[config.mk]
export PLATFORM = sky130hd
export DESIGN_NAME = systolic_array
export DESIGN_NICKNAME = d
export VERILOG_FILES = /design/src/rtl/systolic_array.sv
export SDC_FILE = /design/constraint.sdc
export NUM_CORES = 1
export LEC_CHECK = 0
export ABC_AREA = 1
export ABC_CLOCK_PERIOD_IN_PS = 4700
export CORE_MARGIN = 4
export CORE_UTILIZATION = 55
export CTS_CLUSTER_DIAMETER = 200
export DETAILED_ROUTE_END_ITERATION = 12
export PLACE_DENSITY = 0.76
export SLEW_MARGIN = 15
export SYNTH_ARGS = -nofsm -noshare
export SYNTH_HDL_FRONTEND = slang
export SYNTH_SLANG_ARGS = --single-unit
export TNS_END_PERCENT = 5
[constraint.sdc]
create_clock -name clk -period 4.7 [get_ports clk]
set_input_delay 0.705 -clock clk [delete_from_list [all_inputs] [get_ports clk]]
set_output_delay 0.705 -clock clk [all_outputs]
set_load 0.1 [all_outputs]
[src/rtl/systolic_array.sv]
// rtl/systolic_array.sv - weight-stationary NxN systolic matrix-vector engine with internal skew/deskew
module systolic_array #(
    parameter int ACT_WIDTH      = 8,
    parameter int WGT_WIDTH      = 8,
    parameter int MULT_OUT_WIDTH = ACT_WIDTH + WGT_WIDTH,
    parameter int PE_OUT_WIDTH   = 32,
    parameter int OP_SIG_WIDTH   = 3,
    parameter int ARRAY_SIZE     = 2
) (
    input  logic                                    clk,
    input  logic                                    reset,
    input  logic [ACT_WIDTH*ARRAY_SIZE-1:0]         act_data_in,
    input  logic [WGT_WIDTH*ARRAY_SIZE*ARRAY_SIZE-1:0] wgt_data_in,
    output logic [PE_OUT_WIDTH*ARRAY_SIZE-1:0]      result_data_out
);

    localparam int N = ARRAY_SIZE;

    logic [ACT_WIDTH-1:0]      row_act  [N];
    logic [ACT_WIDTH-1:0]      a_in     [N][N];
    logic [ACT_WIDTH-1:0]      a_q      [N][N];
    logic [PE_OUT_WIDTH-1:0]   psum_in  [N][N];
    logic [PE_OUT_WIDTH-1:0]   psum_q   [N][N];
    logic [MULT_OUT_WIDTH-1:0] prod     [N][N];

    // Op-select width is reserved; nothing is generated from it yet.
    if (OP_SIG_WIDTH < 0) begin : g_op_sig_reserved
    end

    // Row r is delayed r cycles so its activation meets the psum wavefront.
    for (genvar r = 0; r < N; r++) begin : g_skew
        if (r == 0) begin : g_direct
            assign row_act[r] = act_data_in[0 +: ACT_WIDTH];
        end else begin : g_delay
            logic [ACT_WIDTH-1:0] sr [r];
            always_ff @(posedge clk or negedge reset) begin
                if (!reset) begin
                    for (int i = 0; i < r; i++) sr[i] <= '0;
                end else begin
                    sr[0] <= act_data_in[r*ACT_WIDTH +: ACT_WIDTH];
                    for (int i = 1; i < r; i++) sr[i] <= sr[i-1];
                end
            end
            assign row_act[r] = sr[r-1];
        end
    end

    for (genvar r = 0; r < N; r++) begin : g_row
        for (genvar c = 0; c < N; c++) begin : g_col
            logic [WGT_WIDTH-1:0] w;
            assign w = wgt_data_in[(r*N+c)*WGT_WIDTH +: WGT_WIDTH];

            if (c == 0) begin : g_a_edge
                assign a_in[r][c] = row_act[r];
            end else begin : g_a_link
                assign a_in[r][c] = a_q[r][c-1];
            end

            if (r == 0) begin : g_p_edge
                assign psum_in[r][c] = '0;
            end else begin : g_p_link
                assign psum_in[r][c] = psum_q[r-1][c];
            end

            assign prod[r][c] = MULT_OUT_WIDTH'(a_in[r][c]) * MULT_OUT_WIDTH'(w);
        end
    end

    always_ff @(posedge clk or negedge reset) begin
        if (!reset) begin
            for (int r = 0; r < N; r++) begin
                for (int c = 0; c < N; c++) begin
                    a_q[r][c]    <= '0;
                    psum_q[r][c] <= '0;
                end
            end
        end else begin
            for (int r = 0; r < N; r++) begin
                for (int c = 0; c < N; c++) begin
                    a_q[r][c]    <= a_in[r][c];
                    psum_q[r][c] <= psum_in[r][c] + PE_OUT_WIDTH'(prod[r][c]);
                end
            end
        end
    end

    // Column c finishes N-1-c cycles early; pad it so all columns leave together.
    for (genvar c = 0; c < N; c++) begin : g_deskew
        localparam int D = N - 1 - c;
        if (D == 0) begin : g_direct
            assign result_data_out[c*PE_OUT_WIDTH +: PE_OUT_WIDTH] = psum_q[N-1][c];
        end else begin : g_delay
            logic [PE_OUT_WIDTH-1:0] sr [D];
            always_ff @(posedge clk or negedge reset) begin
                if (!reset) begin
                    for (int i = 0; i < D; i++) sr[i] <= '0;
                end else begin
                    sr[0] <= psum_q[N-1][c];
                    for (int i = 1; i < D; i++) sr[i] <= sr[i-1];
                end
            end
            assign result_data_out[c*PE_OUT_WIDTH +: PE_OUT_WIDTH] = sr[D-1];
        end
    end

endmodule

==> results.yml <==
outcome:
  status: "finished clean"
sta:
  rsz0062_at_grt: "false"
  fmax_ghz: 0.229
  hold_slack_ps: 261
  worstMarginPinSlew_ps: 990
  skew_ps: 11.5
  timing.final.crit_period_ps: 4370
  timing.final.max_slew_violations: 0
  tns_ps: 0
  min_period_over_period: 0.931
  hold_viol_final: 0
  max_slew_margin: 0.338
  setup_violations: 0
placement:
  place_area_sq_um: 14400
  place_hpwl_mm: 21.0
  gp_congestion: 0.886
  portBuffers: 83
power:
  pwr-share-clk: 0.078
  ir_drop_mv: 0.534
  p_sw_mw: 5.43
  p_seq_frac: 0.147
  power_mw: 9.77
  internal_power_mw: 4.34
  comb_power_share: 0.775
  p_per_area_nw_per_um2: 664
  switching_share: 0.555
  leakagePower_nw: 9.36
routing:
  first_pass_iters: 5
  drtAntennaViolNets: 0
  route.detailed.drc: 0
  drtIter0Drc: 543
  vias_per_cell: 4.63
  avgRoutedWirePerCell_um: 11.6
  finalWirelength_mm: 24.7
  vias: 9814
grt:
  grt-ovfl-total: 0
  grt_antenna_before_repair: 0
  grt_usage: 0.200
  grt_pass1_vias: 10116
  grt_max_degree: 48
  grt_pass1_wl_mm: 44.5
critical_path:
  r2r_cells: 17
  worstPathMaxFanout: 8
  critPathKind: "in -> reg"
  worstPathArrival_ps: 4640
  cp-end-kind: "flop"
  worstSetupStartpointType: "input pin"
  crit_required_ps: 4960
synthesis:
  synth_cell_types: 22
  synthesis.area_sq_um: 13500
  synth_top_family_by_area: "adder cells"
  synth_compound_area_frac: 0.0152
  muxShareOfSynthArea: 0
  seq_area_frac_synth: 0.199
  synth_cells: 1752
  synth_top_area_frac: 0.259
  synth_fa_ha_area_frac: 0.392
  yosys.area_share.simple: 0.171
  ys_top_cells_by_area: "fa_1 (26%), dfrtp_1 (20%), inv_1 (16%), ha_1 (13%), nand2_1 (13%)"
  ys_seq_elements: 107
  synth_largest_area_cell: "fa_1"
  avgSynthCellArea_sq_um: 7.69
  synth-xor-area-share: 0.0195
  yosysWarnings: 0
floorplan:
  die_w_um: 164
  pin_count: 114
  core_sq_um: 24200
  placementRows: 57
  initial_core_util: 0.557
  die_h_um: 164
  die-area_sq_um: 27100
clock_network:
  numCtsBuffers: 9
  root_buffer: "clkbuf_16"
  post_cts_buffers: 0
  clock-sinks: 107
  hold_buffers: 0
  cts_htree_levels: 3
  clk_pin_slew_ps: 80
  cts.path.max_buffers: 2
  cts-resized-gates: 0
  cts_tree: "yes"
  clock_latency_ps: 370
finish:
  fillCellCount: 2067
  fin_util: 0.609
  antennaDiodeCount: 0
  fin_nets: 2160
  fin_area_sq_um: 14700
  drive_above_1_share: 0.0328
  syn2layout_area_growth_pct: 9.31
min_path:
  worstHoldPathType: "in -> async"
job:
  max_cap_violations: 0
==> critical path, cell delays in order <==
cell and delay (ps):
clkdlybuf4s50_1 690, nand2_1 140, fa_1 520, inv_1 60, fa_1 440, fa_1 510, inv_1 50, fa_1 490
inv_1 50, ha_1 340, nand2_1 110, inv_1 50, nand2_1 60, nand2_1 70, a21oi_1 170, nand2_1 70
nand2_1 60, nand2_1 50
==> kinds of logic after synthesis <==
logic type | Yosys count
buffers and inverters | 681
xor gates and xnor gates | 30
adders and majority gates | 318
and+or+nand+nor | 580
AOI/OAI and AO/OA | 35
DFF | 107
other | 1
==> final cells by class <==
type                            count  area (sq um)  share of cell area
Multi-Input combinational cell    993          8170               0.555
Sequential cell                   107          2680               0.182
Inverter                          570          2140               0.145
Timing Repair Buffer              111          1040              0.0707
Tap cell                          324           405              0.0275
Clock buffer                       10           239              0.0162
Clock inverter                      6          52.6             0.00357
==> through the flow <==
| step | std cells | setup WS (ps) |
|---|---|---|
| after floorplan | 1781 | 569 |
| after global placement | 2105 | -21.3 |
| after detailed placement | 2105 | -62.9 |
| after CTS | 2121 | 321 |
| after global routing | 2121 | 9.96 |
| final | 2121 | 326 |
==> routing by layer <==
layer | part of all wire | track usage | wire [um] | vias to the layer above
met1 | 0.44 | 0.265 | 10900 | 4659
li1 | - | - | - | 4893
met2 | 0.49 | 0.352 | 12200 | 237
met4 | 0.016 | 0.0556 | 387 | 0
met5 | 0 | 0 | 0 | -
met3 | 0.047 | 0.0202 | 1170 | 25
==> state kept, by name (all words and copies together) (netlist names) <==
| name | flops |
|---|---|
| g_skew.g_delay.sr | 8 |
| a_in | 16 |
| psum_in | 32 |
| psum_q | 17 |
| g_deskew.g_delay.sr | 17 |
| result_data_out | 17 |
==> Yosys cell counts <==
library cell / count
a21o_1: 2
a21oi_1: 25
buf_4: 47
clkbuf_1: 64
conb_1: 1
dfrtp_1: 107
fa_1: 174
ha_1: 144
inv_1: 570
nand2_1: 455
nand2_2: 3
nand3_1: 30
nand3b_1: 4
nand4_1: 14
nor2_1: 65
nor2_2: 5
nor3_2: 2
o21ai_2: 4
o21bai_1: 4
or2_0: 2
xnor2_1: 18
xor2_1: 12
==> power groups by stage <==
stage	registers [mW]	clock network (mW)	logic [mW]
finish	1.43	0.765	7.57
CTS	1.44	0.794	7.64
detailed placement	1.46	0	7.59
floorplan	1.88	0	5.72
global placement	1.45	0	7.40
global route	1.46	0.822	8.77
==> cells in the final DEF, fill, tap and decap left out <==
cell type	Yosys	final
nor3_2	2	2
nand3_1	30	30
nand3b_1	4	4
a21oi_1	25	25
ha_1	144	144
fa_1	174	174
dfrtp_1	107	107
clkbuf_8	0	1
nand4_1	14	14
clkinv_2	0	2
xnor2_1	18	18
xor2_1	12	12
buf_4	47	29
inv_6	0	1
or2_0	2	2
inv_1	570	570
clkbuf_16	0	9
o21ai_2	4	4
nand2_1	455	455
o21bai_1	4	4
conb_1	1	30
inv_8	0	3
clkdlybuf4s50_1	0	81
nor2_2	5	5
nor2_1	65	65
nand2_2	3	3
dlymetal6s2s_1	0	1
a21o_1	2	2
==> final timing paths <==
check                                         from                        end  slack [ps]
min in group clk                        psum_q[36]  g_deskew[0].g_delay.sr[4]         350
hold reg to reg                         psum_q[36]  g_deskew[0].g_delay.sr[4]         350
setup / recovery                   wgt_data_in[27]        result_data_out[48]         330
max in group asynchronous                    reset                 psum_in[9]        3500
setup reg to reg           g_skew[1].g_delay.sr[6]                 psum_q[47]         640
hold / removal                               reset                 psum_q[37]         260
(Power assumes the default switching activity.)
